`src/rtl/sub_pkg.sv`:
```
// sub_pkg: shared state encoding and default width for the bit-serial subtractor.
package sub_pkg;
    typedef enum logic [1:0] {
        IDLE  = 2'b00,
        SHIFT = 2'b01,
        DONE  = 2'b10
    } state_t;

    localparam int SUB_W = 8;
endpackage

```
`src/rtl/full_subtractor.sv`:
```
// full_subtractor: combinational one-bit difference/borrow cell.
module full_subtractor (
    input  logic A,
    input  logic B,
    input  logic Bin,
    output logic D,
    output logic Bout
);
    assign D    = A ^ B ^ Bin;
    assign Bout = (~A & B) | (~(A ^ B) & Bin);
endmodule

```
`src/rtl/serial_subtractor.sv`:
```
// serial_subtractor: LSB-first bit-serial a - b with start/busy/done handshake.
module serial_subtractor
    import sub_pkg::*;
#(
    parameter int W = SUB_W
) (
    input  logic         clk,
    input  logic         rst_n,
    input  logic         start,
    input  logic [W-1:0] a,
    input  logic [W-1:0] b,
    output logic [W-1:0] diff,
    output logic         borrow_out,
    output logic         ovf,
    output logic         busy,
    output logic         done
);
    localparam int CW = $clog2(W);

    state_t        state;
    logic [W-1:0]  a_sh, b_sh, res;
    logic [CW-1:0] cnt;
    logic          bor, d, bor_next;

    full_subtractor u_cell (
        .A   (a_sh[0]),
        .B   (b_sh[0]),
        .Bin (bor),
        .D   (d),
        .Bout(bor_next)
    );

    assign busy = (state == SHIFT);
    assign done = (state == DONE);

    // On the last SHIFT edge a_sh[0]/b_sh[0] hold the original operand MSBs and d is the result MSB.
    always_ff @(posedge clk or negedge rst_n) begin
        if (!rst_n) begin
            state      <= IDLE;
            a_sh       <= '0;
            b_sh       <= '0;
            res        <= '0;
            cnt        <= '0;
            bor        <= 1'b0;
            diff       <= '0;
            borrow_out <= 1'b0;
            ovf        <= 1'b0;
        end else begin
            case (state)
                IDLE: if (start) begin
                    a_sh  <= a;
                    b_sh  <= b;
                    bor   <= 1'b0;
                    cnt   <= '0;
                    state <= SHIFT;
                end
                SHIFT: begin
                    a_sh <= a_sh >> 1;
                    b_sh <= b_sh >> 1;
                    res  <= {d, res[W-1:1]};
                    bor  <= bor_next;
                    cnt  <= cnt + 1'b1;
                    if (cnt == CW'(W - 1)) begin
                        state      <= DONE;
                        diff       <= {d, res[W-1:1]};
                        borrow_out <= bor_next;
                        ovf        <= (a_sh[0] ^ b_sh[0]) & (d ^ a_sh[0]);
                    end
                end
                default: state <= IDLE;
            endcase
        end
    end
endmodule

```
`config.mk`:
```
export PLATFORM = sky130hd
export DESIGN_NAME = serial_subtractor
export DESIGN_NICKNAME = d
export VERILOG_FILES = /design/src/rtl/sub_pkg.sv /design/src/rtl/full_subtractor.sv /design/src/rtl/serial_subtractor.sv
export SDC_FILE = /design/constraint.sdc
export NUM_CORES = 1
export LEC_CHECK = 0
export ABC_AREA = 1
export CAP_MARGIN = 0
export CORE_MARGIN = 1.5
export CORE_UTILIZATION = 50
export CTS_BUF_LIST = sky130_fd_sc_hd__clkbuf_8
export CTS_CLUSTER_SIZE = 20
export DETAILED_ROUTE_END_ITERATION = 7
export GPL_ROUTABILITY_DRIVEN = 0
export HOLD_SLACK_MARGIN = 0.05
export PLACE_DENSITY = 0.87
export SETUP_SLACK_MARGIN = 0.02
export SLEW_MARGIN = 20
export SYNTH_ARGS = -nofsm -noshare
export SYNTH_HDL_FRONTEND = slang
export SYNTH_SLANG_ARGS = --single-unit
```
`constraint.sdc`:
```
create_clock -name clk -period 1.25 [get_ports clk]
set_input_delay 0.3125 -clock clk [delete_from_list [all_inputs] [get_ports clk]]
set_output_delay 0.3125 -clock clk [all_outputs]
set_load 0.1 [all_outputs]
```
==> run metrics, run 1 <==
status finished, violations left; failing checks negative setup slack; Final Max Slew Viols 0; worst setup margin -182.2 ps; DP HPWL 2632 um; crit-path max FO 3; Worst-Skew Late Latency 290 ps; Post-Synth Simple-Gate Area 0.2634; Synth area leaders dfrtp_1, nand2_1, nand3_1; Post-Synth Adder-Cell Area 0.03007; Core Area 3661 um2; largest net degree at the start of global routing 26; CTS tree built; Die X 64.88 um; Slew @ Worst Pin 382.5 ps; EDFF count, synth 0; Max Clock Freq 698.2 MHz; die area 4209 um2; row cnt 22; Hold Fails Final Rpt 0; Syn Nets 246; Post-route DRC 0; Worst Path Arrival 1650 ps; clk buf depth 2; CTS buffer count 5; largest family of logic cells by synthesized area simple AND/OR/NAND/NOR gates; Port Buffers 30; post-synth top area share 0.5098; vias in the first global route 1,541; Post-synth ARST share 1.000; total global routing overflow 0; WL final 4464 um; synthesis-to-layout area growth 43.27%; Vias 1,643; Synth Flop Type dfrtp_1; Synth Area in Compound Gates 0.07386; WP data required 1470 ps; H-tree depth 2; crit end category flip-flop; number of DRC markers in iteration 0 94; # IOs 31; critical path type reg2reg; clock sinks 39; top-count cell post-synth nand2_1; CTS clk-pin slew, worst paths 70 ps; minimum clock period 1432 ps; Yosys cell types 20; Starting Density 0.5229; cells after synthesis 223; unrepaired setup endpoints after global routing true; Routed Antenna Nets 0; synthesized area per cell 8.584 um2; max_cap viols 0; CP Launch Type flip-flop; mux cell area share after synthesis 0; min-delay worst type in2async; clk root buf clkbuf_8; Seq cells post-synth 39; antenna fix cells 0; Pre-antenna DRT Iters 4; Die H 64.88 um; initial antenna violation count 0; Wirelength per Cell 13.74 um; Final #Nets 299; Post-Synth XOR/XNOR Area 0; yosys warns 0; layout cells sized above 1 0.2599; Synth Cell Area 1914 um2; number of setup violations in the final report 11; largest area contributor in the netlist dfrtp_1; Place WS -119.1 ps; Slew headroom 0.7450; sequential fraction of the synthesis area 0.5098; Fin Clk Skew 5.071 ps; vias per cell 5.055; GRT Util Overall 0.2202; Final period util 1.146; first-pass GRT wire length 6948 um; most frequent cells after synthesis nand2_1, dfrtp_1, inv_1
[critical path, cell delays in order, from the launching register on]
cell and delay (ps):
dfrtp_1 420, inv_2 100, fa_2 470, buf_4 160
buf_6 110, o21ai_1 110
[path summary, 6_finish.rpt]
kind,startpoint,end,slack (ps),depth (start not counted)
max reg2reg,a_sh[0],res[7],-180,5
min in group clk,res[1],diff[0],490,2
max in group asynchronous,rst_n,state[1],310,3
max,a_sh[0],res[7],-180,5
min,rst_n,b_sh[3],470,2
min reg2reg,res[1],diff[0],490,2
[flip-flops by register name (all words and copies together), names as in the netlist]
name,cells
ovf,1
b_sh,8
state,2
a_sh,8
borrow_out,1
res,7
cnt,3
diff,8
bor,1
[layout by cell type, fill, tap and decap left out, drive strengths merged, types with 2 or more instances in the layout]
cell / n
nand3: 34
a21oi: 2
clkbuf: 6
nand2: 71
buf: 37
o21ai: 18
clkdlybuf4s50: 17
inv: 40
dfrtp: 39
nor2: 5
ha: 3
[kinds of logic (layout without fill, tap and decap cells)]
logic type / Yosys count / in the layout
simple gates: 110 / 110
fa+ha+maj: 4 / 4
buf+inv: 49 / 103
flops: 39 / 39
compound gates: 21 / 21
[timing repair]
item | in CTS | in global routing
pin swaps | 5 | 3
resized for setup | 12 | 10
setup endpoints to repair | 26 | 44
hold buffers | 1 | 0
setup buffers | 5 | 6
endpoints found under the hold margin | 14 | 0
[per-stage QoR]
stage / TNS (ps) / utilization / area, um2 / std cells / hold WS (ps)
floorplan: -136.0 / - / 1938 / 223 / 16.91
global placement: -1455 / 0.6664 / 2440 / 305 / 241.5
detailed placement: -2228 / 0.6664 / 2440 / 305 / 254.2
CTS: -591.0 / 0.7262 / 2659 / 319 / 474.7
global route: -1811 / 0.7491 / 2743 / 325 / 497.5
finish: -942.3 / 0.7491 / 2743 / 325 / 469.1
[metal layers]
layer,wire length [um],GRT usage,up-vias
met1,1724,0.2846,765
met5,0,0,-
met2,2355,0.3518,68
met3,300,0.07118,15
li1,-,-,795
met4,84,0.06915,0
[cell type report]
cell class	instances	area, um2
fillers	235	918.4
repair buffers	55	668.1
multi-input cells	135	763.2
well taps	48	60.06
inverters	40	155.1
clock inverters	2	35.03
clock buffers	6	82.58
flip-flops and latches	39	978.4
Power of run 1 is not shown: default switching activity piles up to over one toggle a cycle in this logic, so the estimate is an artifact.
==> run 2: changes to the inputs <==
- MAX_ROUTING_LAYER: default -> met4
==> run metrics, run 2 (synthesis gave the netlist of run 1 again) <==
status finished, violations left; failing checks negative setup slack; Filler Cell Count 166 (-29%); Final #Nets 308 (+3.0%); Fin Clk Skew 4.654 ps (-0.4171 ps); CTS buffer count 5 (unchanged); number of setup violations in the final report 32 (+21); clock sinks 39 (unchanged); layout cells sized above 1 0.3811 (+0.1212); # IOs 31 (unchanged); Final period util 1.232 (+0.08603); Starting Density 0.5229 (unchanged); GRT Util Overall 0.2244 (+0.004170); Die H 64.88 um (unchanged); CTS tree built; Vias 1,847 (+12%); minimum clock period 1540 ps (+107.5 ps); critical path type reg2reg; largest net degree at the start of global routing 26 (unchanged); clk root buf clkbuf_8; unrepaired setup endpoints after global routing true; crit end category flip-flop; largest registers a_sh (8), b_sh (8), diff (8); synthesis-to-layout area growth 61.96%; Slew @ Worst Pin 394.9 ps (+12.45 ps); initial antenna violation count 0 (unchanged); total global routing overflow 0 (unchanged); number of DRC markers in iteration 0 166 (+77%); WP data required 1410 ps (-60 ps); Worst Path Arrival 1700 ps (+50 ps); Wirelength per Cell 18.27 um (+33%); Routed Antenna Nets 0 (unchanged); first-pass GRT wire length 6941 um (-0.10%); Port Buffers 30 (unchanged); Die X 64.88 um (unchanged); Final Max Slew Viols 0 (unchanged); vias per cell 5.530 (+9.4%); crit-path max FO 8 (+5); DP HPWL 2632 um (unchanged); clk buf depth 2 (unchanged); commonest cells after routing, fill and taps aside nand2_1, inv_1, dfrtp_1, nand3_1; Worst-Skew Late Latency 290 ps (about the same); CTS clk-pin slew, worst paths 80 ps (about the same); worst setup margin -289.7 ps (-107.5 ps); CP Launch Type flip-flop; vias in the first global route 1,545 (+0.26%); max_cap viols 0 (unchanged); die area 4209 um2 (unchanged); min-delay worst type in2async; Pre-antenna DRT Iters 5 (+1); row cnt 22 (unchanged); Core Area 3661 um2 (unchanged); Max Clock Freq 649.5 MHz (-7.0%); Place WS -119.1 ps (unchanged); Hold Fails Final Rpt 0 (unchanged); Post-route DRC 0 (unchanged); WL final 6101 um (+37%); H-tree depth 2 (unchanged); commonest non-fill, non-tap cell in the layout nand2_1; Slew headroom 0.7367 (-0.008297); antenna fix cells 0 (unchanged)
==> run 2: cell count changes in the layout (fill, tap and decap cells not counted), sizes merged <==
cell / change
buf: +3
clkbuf: +3
nand2: +3
==> run 2: metal layers <==
metal / GRT usage / vias up / wire length (um)
li1: - / 820 / -
met1: 0.2789 / 900 / 2348
met2: 0.3557 / 109 / 3155
met3: 0.06597 / 18 / 418
met4: 0.06915 / 0 / 178
met5: - / - / 0
==> run 2: area by class of cell <==
type                            count  area [um2]  area share
Tap cell                           48       60.06     0.01937
Inverter                           40       155.1     0.05004
Clock inverter                      2       35.03     0.01130
Timing Repair Buffer               61       810.8      0.2615
Clock buffer                        6       82.58     0.02663
Multi-Input combinational cell    138       978.4      0.3156
Sequential cell                    39       978.4      0.3156
==> run 2: metrics by stage <==
step                      hold WS, ps  instance area (um2)  cells  TNS, ps  utilization
final                           473.1                 3100    334    -4378       0.8469
after global routing            501.8                 3100    334    -5478       0.8469
after CTS                       474.7                 2659    319   -591.0       0.7262
after floorplan                 16.91                 1938    223   -136.0            -
after global placement          241.5                 2440    305    -1455       0.6664
after detailed placement        254.2                 2440    305    -2228       0.6664
==> run 2: final timing paths <==
path | endpoint | slack [ps] | depth (start not counted) | from
max reg2reg | a_sh[5] | -290 | 8 | state[1]
min reg2reg | res[1] | 520 | 2 | res[1]
max in group asynchronous | state[0] | 300 | 3 | rst_n
min | b_sh[3] | 470 | 2 | rst_n
max | a_sh[5] | -290 | 8 | state[1]
min in group clk | res[1] | 520 | 2 | res[1]
==> run 2: timing repair <==
action / 4_1_cts / 5_1_grt
endpoints found under the hold margin: 14 / 0
pin swaps: 5 / 17
gates resized for setup: 12 / 62
hold buffers: 1 / 0
endpoints found under the setup margin: 26 / 42
gates cloned: 0 / 6
setup buffers: 5 / 9
==> run 2: worst max-delay path, stage by stage, from the launching register on <==
cell and delay [ps]:
dfrtp_2 470, inv_4 70, buf_6 120, buf_12 130, nand2_8 160, buf_8 170, nand2_1 60, nand3_1 120
nand2_1 110
Power of run 2 is left out for the same reason.
==> run 3: changes to the inputs <==
- CORE_UTILIZATION: 50 -> 55
- CTS_CLUSTER_DIAMETER: default -> 50
- PLACE_DENSITY: 0.87 -> 0.91
- clock period: 1.25 -> 1.45 ns (I/O delays scaled with it)
==> run metrics, run 3 (synthesis gave the netlist of run 1 again) <==
status finished, violations left; failing checks negative setup slack; Slew headroom 0.7325 (-0.004219); Worst Path Arrival 1190 ps (-510 ps); synthesis-to-layout area growth 38.24%; crit-path max FO 2 (-6); wire length on met3 373 um (-11%); row cnt 21 (-4.5%); Die X 62.00 um (-4.4%); hold_ws 496.8 ps (+23.70 ps); Final #Nets 295 (-4.2%); CTS clk-pin slew, worst paths 80 ps (about the same); critical path type reg2out; Hold Fails Final Rpt 0 (unchanged); clock sinks 39 (unchanged); CP Cell Sequence buf_12 -> nor2_8 -> buf_12; cell area after layout 2646 um2 (-15%); max_cap viols 0 (unchanged); Register Area 978.4 um2 (unchanged); commonest non-fill, non-tap cell in the layout nand2_1; Placed Area 2402 um2 (-1.5%); layout cells sized above 1 0.2344 (-0.1467); CTS buffer count 5 (unchanged); Core Area 3337 um2 (-8.9%); Wirelength per Cell 15.48 um (-15%); clk root buf clkbuf_8; routed wl met2 2597 um (-18%); Pre-antenna DRT Iters 4 (-1); min-delay worst type reg2reg; # IOs 31 (unchanged); Routed Antenna Nets 0 (unchanged); multi-input logic area 728.2 um2 (-26%); antenna fix cells 0 (unchanged); crit end category primary output; max incr delay on CP 460 ps (about the same); DP HPWL 2863 um (+8.7%); Post-route DRC 0 (unchanged); delay-heaviest family, CP flip-flops; H-tree depth 2 (unchanged); Max Clock Freq 646.0 MHz; die area 3843 um2 (-8.7%); HP Start res[1]; worst r2r src state[1]; post-route setup TNS -183.5 ps (+4195 ps); Vias 1,689 (-8.6%); Slew @ Worst Pin 401.3 ps (+6.329 ps); initial antenna violation count 0 (unchanged); CTS tree built; Final Max Slew Viols 0 (unchanged); Worst-Skew Late Latency 300 ps (about the same); vias per cell 5.295 (-4.3%); GRT Util Overall 0.2695 (+0.04510); Filler Cell Count 202 (+22%); number of setup violations in the final report 2 (-94%); Starting Density 0.5737 (+0.05078); Setup crit start state[1]; largest net degree at the start of global routing 25 (-3.8%); minimum clock period 1548 ps; vias in the first global route 1,519 (-1.7%); total global routing overflow 0 (unchanged); WP buf/inv 2 (-2); CP Launch Type flip-flop; worst setup margin -97.93 ps (+191.8 ps); Die H 62.00 um (-4.4%); Place WS 28.77 ps (+147.9 ps); FF-to-FF setup slack 20 ps (+310 ps); most frequent CP cell buf_12; largest registers a_sh (8), b_sh (8), diff (8); commonest cells after routing, fill and taps aside nand2_1, inv_1, dfrtp_1, nand3_1, clkdlybuf4s50_1; Crit-path slowest cell dfrtp_2; Final period util 1.068; top routing layer in use met4; M1 WL 1906 um (-19%); unrepaired setup endpoints after global routing true; clk buf depth 2 (unchanged); first-pass GRT wire length 7038 um (+1.4%); WL final 4939 um (-19%); Fin Clk Skew 4.935 ps (+0.2812 ps); WP data required 1090 ps (-320 ps); Port Buffers 30 (unchanged); number of DRC markers in iteration 0 130 (-22%)
run 3: cell count changes in the layout (fill, tap and decap cells not counted), sizes merged:
cell | previous run | this run
nand2 | 74 | 72
buf | 40 | 32
inv | 40 | 39
clkinv | 1 | 2
clkbuf | 9 | 6
run 3: repair_timing:
| action | in CTS | in global routing |
|---|---|---|
| setup buffers | 3 | 7 |
| pin swaps | 2 | 2 |
| resized for setup | 3 | 6 |
| hold buffers | 1 | 0 |
| setup endpoints to repair | 2 | 14 |
| hold endpoints to repair | 16 | 0 |
| cloned | 0 | 1 |
run 3: final cells by class:
cell class	instances	area share
Inverter	40	0.05863
Clock buffer	6	0.03121
Tap cell	46	0.02175
Sequential cell	39	0.3697
Multi-Input combinational cell	136	0.2752
Timing Repair Buffer	50	0.2303
Clock inverter	2	0.01324
run 3: layer usage:
layer,up-vias,GRT usage
met4,0,0.09422
met1,813,0.3261
met3,10,0.08696
met2,81,0.4241
li1,785,-
met5,-,-
run 3: through the flow:
stage / util / std cells
final: 0.7930 / 319
after global routing: 0.7930 / 319
after CTS: 0.7672 / 311
after detailed placement: 0.7199 / 299
after global placement: 0.7199 / 299
after floorplan: - / 223
run 3: worst paths after layout:
kind	to	cells after the start
max in group asynchronous	state[0]	3
worst min-delay path	diff[0]	2
min in group asynchronous	res[4]	2
worst max-delay path	busy	3
worst min register to register	diff[0]	2
worst max register to register	a_sh[0]	7
run 3: worst min-delay path, cell delays in order (launching register included):
cell and delay, ps:
dfrtp_1 360, nand2_1 60, nand2_1 50
Power of run 3 is left out for the same reason.
